<file path="src/rtl/hazard_forward_unit_if.sv">
// Decode/EX-side bundle for the hazard controller: ID register fields and the
// branch outcome in, forward selects and stall/flush controls out.
interface hazard_forward_unit_if #(
  parameter int unsigned REG_AW = 5
);
  logic              id_valid;
  logic [REG_AW-1:0] id_rs1;
  logic [REG_AW-1:0] id_rs2;
  logic [REG_AW-1:0] id_rd;
  logic              id_reg_write;
  logic [1:0]        id_result_src;
  logic              ex_branch_taken;
  logic [1:0]        fwd_a;
  logic [1:0]        fwd_b;
  logic              stall_f;
  logic              stall_d;
  logic              flush_d;
  logic              flush_e;

  // Pipeline side: drives decode fields, consumes hazard controls.
  modport master (
    output id_valid, id_rs1, id_rs2, id_rd, id_reg_write, id_result_src,
           ex_branch_taken,
    input  fwd_a, fwd_b, stall_f, stall_d, flush_d, flush_e
  );

  // Hazard unit side.
  modport slave (
    input  id_valid, id_rs1, id_rs2, id_rd, id_reg_write, id_result_src,
           ex_branch_taken,
    output fwd_a, fwd_b, stall_f, stall_d, flush_d, flush_e
  );
endinterface

</file>
<file path="src/rtl/hazard_forward_unit.sv">
// Hazard controller for the 5-stage core: tracks destination tags of the
// instructions in EX and MEM, registers EX operand forward selects and
// raises load-use stall / branch flush controls.
module hazard_forward_unit #(
  parameter int unsigned REG_AW = 5
) (
  input logic                  clk,
  input logic                  rst_n,
  hazard_forward_unit_if.slave hif
);

  localparam logic [1:0] SRC_ALU  = 2'b00;
  localparam logic [1:0] SRC_LOAD = 2'b01;
  localparam logic [1:0] SRC_PC4  = 2'b10;

  localparam logic [1:0] FWD_RF      = 2'b00;
  localparam logic [1:0] FWD_WB      = 2'b01;
  localparam logic [1:0] FWD_MEM_ALU = 2'b10;
  localparam logic [1:0] FWD_MEM_PC4 = 2'b11;

  typedef struct packed {
    logic              valid;
    logic [REG_AW-1:0] rd;
    logic              reg_write;
    logic [1:0]        result_src;
  } tag_t;

  // EX keeps the full tag; MEM only needs liveness and rd because any MEM
  // producer forwards the same way. The WB producer is served by the
  // write-through register file, so nothing beyond MEM is tracked.
  tag_t              ex_q;
  logic              mem_live_q;
  logic [REG_AW-1:0] mem_rd_q;
  logic [1:0]        fwd_a_q;
  logic [1:0]        fwd_b_q;

  tag_t       id_tag_c;
  logic       ex_live_c;
  logic       lu_c;
  logic       flush_e_c;
  logic [1:0] fwd_a_d;
  logic [1:0] fwd_b_d;

  // Newest-first forward priority for one source register.
  function automatic logic [1:0] fwd_sel(
    input logic [REG_AW-1:0] rs,
    input logic              ex_live,
    input logic [REG_AW-1:0] ex_rd,
    input logic [1:0]        ex_src,
    input logic              mem_live,
    input logic [REG_AW-1:0] mem_rd
  );
    logic [1:0] sel;
    sel = FWD_RF;
    if (ex_live && (ex_rd == rs) && (ex_src == SRC_PC4)) begin
      sel = FWD_MEM_PC4;
    end else if (ex_live && (ex_rd == rs) && (ex_src == SRC_ALU)) begin
      sel = FWD_MEM_ALU;
    end else if (mem_live && (mem_rd == rs)) begin
      sel = FWD_WB;
    end
    return sel;
  endfunction

  // Build the ID tag (illegal result_src folds to ALU), detect hazards and
  // compute the selects the entering instruction will use in EX.
  always_comb begin
    id_tag_c            = '0;
    id_tag_c.valid      = hif.id_valid;
    id_tag_c.rd         = hif.id_rd;
    id_tag_c.reg_write  = hif.id_reg_write;
    id_tag_c.result_src = (hif.id_result_src == 2'b11) ? SRC_ALU : hif.id_result_src;

    ex_live_c = ex_q.valid & ex_q.reg_write & (ex_q.rd != '0);
    lu_c      = hif.id_valid & ex_live_c & (ex_q.result_src == SRC_LOAD) &
                ((hif.id_rs1 == ex_q.rd) | (hif.id_rs2 == ex_q.rd));
    flush_e_c = lu_c | hif.ex_branch_taken;

    fwd_a_d = FWD_RF;
    fwd_b_d = FWD_RF;
    if (!flush_e_c) begin
      fwd_a_d = fwd_sel(hif.id_rs1, ex_live_c, ex_q.rd, ex_q.result_src, mem_live_q, mem_rd_q);
      fwd_b_d = fwd_sel(hif.id_rs2, ex_live_c, ex_q.rd, ex_q.result_src, mem_live_q, mem_rd_q);
    end
  end

  // Advance the tag pipeline and register the forward selects.
  always_ff @(posedge clk or negedge rst_n) begin
    if (!rst_n) begin
      ex_q       <= '0;
      mem_live_q <= 1'b0;
      mem_rd_q   <= '0;
      fwd_a_q    <= FWD_RF;
      fwd_b_q    <= FWD_RF;
    end else begin
      mem_live_q <= ex_live_c;
      mem_rd_q   <= ex_q.rd;
      ex_q       <= flush_e_c ? tag_t'('0) : id_tag_c;
      fwd_a_q    <= fwd_a_d;
      fwd_b_q    <= fwd_b_d;
    end
  end

  assign hif.fwd_a   = fwd_a_q;
  assign hif.fwd_b   = fwd_b_q;
  assign hif.stall_f = lu_c & ~hif.ex_branch_taken;
  assign hif.stall_d = lu_c & ~hif.ex_branch_taken;
  assign hif.flush_d = hif.ex_branch_taken;
  assign hif.flush_e = flush_e_c;

endmodule
</file>
<file path="src/flat_wrapper.sv">
// flat-port wrapper written by rule: the top's interface ports become plain ports
module hazard_forward_unit_flat 
#(
  parameter int unsigned REG_AW = 5
)
  (clk, rst_n, hif_id_valid, hif_id_rs1, hif_id_rs2, hif_id_rd, hif_id_reg_write, hif_id_result_src, hif_ex_branch_taken, hif_fwd_a, hif_fwd_b, hif_stall_f, hif_stall_d, hif_flush_d, hif_flush_e);
  hazard_forward_unit_if #(.REG_AW(REG_AW)) hif_i ();
  input logic clk;
  input logic rst_n;
  input wire logic [$bits(hif_i.id_valid)-1:0] hif_id_valid;
  input wire logic [$bits(hif_i.id_rs1)-1:0] hif_id_rs1;
  input wire logic [$bits(hif_i.id_rs2)-1:0] hif_id_rs2;
  input wire logic [$bits(hif_i.id_rd)-1:0] hif_id_rd;
  input wire logic [$bits(hif_i.id_reg_write)-1:0] hif_id_reg_write;
  input wire logic [$bits(hif_i.id_result_src)-1:0] hif_id_result_src;
  input wire logic [$bits(hif_i.ex_branch_taken)-1:0] hif_ex_branch_taken;
  output wire logic [$bits(hif_i.fwd_a)-1:0] hif_fwd_a;
  output wire logic [$bits(hif_i.fwd_b)-1:0] hif_fwd_b;
  output wire logic [$bits(hif_i.stall_f)-1:0] hif_stall_f;
  output wire logic [$bits(hif_i.stall_d)-1:0] hif_stall_d;
  output wire logic [$bits(hif_i.flush_d)-1:0] hif_flush_d;
  output wire logic [$bits(hif_i.flush_e)-1:0] hif_flush_e;
  assign hif_i.id_valid = hif_id_valid;
  assign hif_i.id_rs1 = hif_id_rs1;
  assign hif_i.id_rs2 = hif_id_rs2;
  assign hif_i.id_rd = hif_id_rd;
  assign hif_i.id_reg_write = hif_id_reg_write;
  assign hif_i.id_result_src = hif_id_result_src;
  assign hif_i.ex_branch_taken = hif_ex_branch_taken;
  assign hif_fwd_a = hif_i.fwd_a;
  assign hif_fwd_b = hif_i.fwd_b;
  assign hif_stall_f = hif_i.stall_f;
  assign hif_stall_d = hif_i.stall_d;
  assign hif_flush_d = hif_i.flush_d;
  assign hif_flush_e = hif_i.flush_e;
  hazard_forward_unit #(.REG_AW(REG_AW)) u_core (.clk(clk), .rst_n(rst_n), .hif(hif_i));
endmodule
</file>
<file path="config.mk">
export PLATFORM = sky130hd
export DESIGN_NAME = hazard_forward_unit_flat
export DESIGN_NICKNAME = d
export VERILOG_FILES = /design/src/rtl/hazard_forward_unit_if.sv /design/src/rtl/hazard_forward_unit.sv /design/src/flat_wrapper.sv
export SDC_FILE = /design/constraint.sdc
export NUM_CORES = 1
export LEC_CHECK = 0
export ABC_AREA = 1
export CAP_MARGIN = 20
export CORE_MARGIN = 2
export CORE_UTILIZATION = 50
export DETAILED_ROUTE_END_ITERATION = 7
export GPL_TIMING_DRIVEN = 0
export PLACE_DENSITY = 0.81
export SKIP_CTS_REPAIR_TIMING = 1
export SLEW_MARGIN = 20
export SYNTH_ARGS = -nofsm -noshare
export SYNTH_HDL_FRONTEND = slang
export SYNTH_SLANG_ARGS = --single-unit
</file>
<file path="constraint.sdc">
create_clock -name clk -period 3 [get_ports clk]
set_input_delay 0.6 -clock clk [delete_from_list [all_inputs] [get_ports clk]]
set_output_delay 0.6 -clock clk [all_outputs]
set_load 0.005 [all_outputs]
</file>
==> results.ini <==
[timing]
worst_pin_slew_ns=0.817
slew_headroom=0.453
hold-worst-slack_ns=0.481
finalHoldViolations=0
setup_ws_ns=0.144
fin_crit_sh=0.952
skew_ns=0.00419
setup_viol=0
setup-tns-final_ns=0
maxClockFrequency_mhz=350
rsz0062_at_grt=no
slew_viol_final=0
fin_crit_ns=2.86

[cts]
clk_latency_ns=0.30
root_buffer=clkbuf_4
path_clk_slew_ns=0.11
clk_path_buf_depth=2
h-tree-depth=1
cts_tree=yes
cts_buffers=3
clock-sinks=19

[floorplan]
pin_count=30
initial_core_util=0.530
die_h_um=52.4
fp.dieW_um=52.4
dieArea_mm2=0.00275
core_region_area_mm2=0.00221
rows=17

[routing]
dr.pass1.iters=5
num_vias=1136
via_per_inst=4.92
routedWlPerCell_um=11.5
route.detailed.drc=0
antenna_left=0
first_iter_violations=42
finalWirelength_um=2660

[logic_synthesis]
ys_types=18
synth_top_family_by_area=simple AND/OR/NAND/NOR gates
post_synth_and_or_nand_nor_area_fraction=0.393
seq_area_frac_synth=0.406
synth_xor_area_frac=0.0448
synthMuxAreaShare=0
synth_fa_ha_area_frac=0
syn_area_mm2=0.00117
syn-mean-instance-area_um2=6.90
syn_nets=192
synth-compound-area-share=0.0213
yosysWarnings=0
synth-seq-cells=19
syn_inst=170

[layout]
multiInputGateArea_um2=559
post-route-util=0.710
seqCellArea_um2=475
drive_above_1_share=0.133
antennaDiodeCount=0
fin_nets=226
syn_to_final_growth_pct=33.9
fillers=186

[worst_setup_path]
worstSetupEndpointType=output pin
crit_top_cell=clkdlybuf4s50_1
required_ns=2.40
crit_type=input pin to output pin
cp_max_fo=10
cp-start-kind=input pin
slowest_stage=clkdlybuf4s50_1
cp.arrival_ns=2.26
path_cells=clkdlybuf4s50_1 -> inv_1 -> nor3_1 -> nand2_2 -> nand2_4 -> buf_12 -> clkdlybuf4s50_1
slowest_delay_ns=0.50

[power]
p_leak_uw=0.000886
power.total_uw=521
p_per_area_mw_per_mm2=332
peakVddDrop_mv=0.275

[place]
hpwl_um=2070
dp_slack_ns=-0.141
gp_congestion=0.896
io_buffer_count=29

[global_routing]
grt_pass1_wl_um=4310
grt_busiest_layer=met2
use_met1=0.243
use_met3=0.0400
grt.overflow.total=0
grt_usage=0.216
first_global_vias=1050
use_met2=0.400
grt_max_degree=20
antenna_found_initial=0

[flow_run]
max-cap-violations=0

[run_status]
status=complete, no violations

[worst_hold_path]
hp-class=flop to flop

==> per-layer routing <==
| metal | wire, um | vias to the layer above |
|---|---|---|
| met5 | 0 | - |
| met4 | 46 | 0 |
| met3 | 127 | 6 |
| met2 | 1400 | 47 |
| met1 | 1080 | 515 |
| li1 | - | 568 |
==> kinds of logic after synthesis <==
logic type | after synthesis
and+or+nand+nor | 104
DFF | 19
AOI/OAI and AO/OA | 5
buffers and inverters | 36
xor gates and xnor gates | 6
==> through the flow <==
step,instances,instance area (um^2)
finish,231,1570
detailed placement,227,1500
global route,231,1570
floorplan,170,1170
CTS,231,1520
global placement,227,1500
==> worst paths after layout <==
check	startpoint	endpoint	slack [ns]	depth (start not counted)
worst max-delay path	hif_id_valid	hif_flush_e	0.14	7
worst min-delay path	u_core.ex_q[6]	u_core.mem_rd_q[3]	0.48	0
worst max register to register	u_core.ex_q[4]	u_core.ex_q[3]	1.48	8
worst min register to register	u_core.ex_q[6]	u_core.mem_rd_q[3]	0.48	0
max in group asynchronous	rst_n	u_core.mem_rd_q[4]	1.73	1
min in group asynchronous	rst_n	u_core.hif.fwd_a[1]	0.76	1
==> cells in the mapped netlist, drive strengths merged <==
master,count,area (um^2)
nor3,1,5.00
nand2,62,245
nor2b,1,6.26
buf,3,35.0
dfrtp,19,475
nand4,3,18.8
nor2,25,119
xnor2,6,52.6
or2,1,6.26
inv,33,124
nand3,11,60.1
a21oi,5,25.0
==> power by group <==
group          leakage [uW]  switching (uW)  internal, uW
Sequential         0.000251            11.0           266
Clock             0.0000150            79.7          51.9
Combinational      0.000620            58.1          55.1
==> cell usage in the layout (no fill, tap or decap) <==
cell type | Yosys | final
xnor2_1 | 6 | 5
nand2_1 | 59 | 59
nand3_1 | 10 | 9
clkbuf_4 | 0 | 3
inv_1 | 32 | 32
clkdlybuf4s50_1 | 0 | 19
buf_12 | 1 | 1
nor2_1 | 15 | 13
inv_2 | 1 | 1
nor2b_1 | 1 | 1
a21oi_2 | 0 | 1
nand3_2 | 1 | 2
nand2_2 | 2 | 2
clkbuf_1 | 0 | 1
buf_4 | 2 | 2
a21oi_1 | 5 | 4
nand4_1 | 3 | 3
or2_2 | 1 | 1
dfrtp_1 | 19 | 19
xnor2_2 | 0 | 1
nand2_4 | 1 | 1
nor2_2 | 10 | 12
dlymetal6s2s_1 | 0 | 10
nor3_1 | 1 | 1
==> flip-flops by register name, summed over array words and instances (netlist names) <==
register           count
u_core.ex_q            9
u_core.hif.fwd_a       2
u_core.hif.fwd_b       2
u_core.mem_live_q      1
u_core.mem_rd_q        5
==> worst max-delay path: cells and delay by family <==
family	cells	cell delay, ns
buffers and inverters	4	1.16
AND/OR/NAND/NOR	3	0.49
==> area by class of cell <==
class,instances,area share
buffer,3,0.0223
tap,28,0.0223
clock buffer,4,0.0167
multi-input combinational,115,0.356
sequential,19,0.303
timing repair buffer,29,0.201
inverter,33,0.0789
Note: power is estimated with default switching activity, not from simulation.
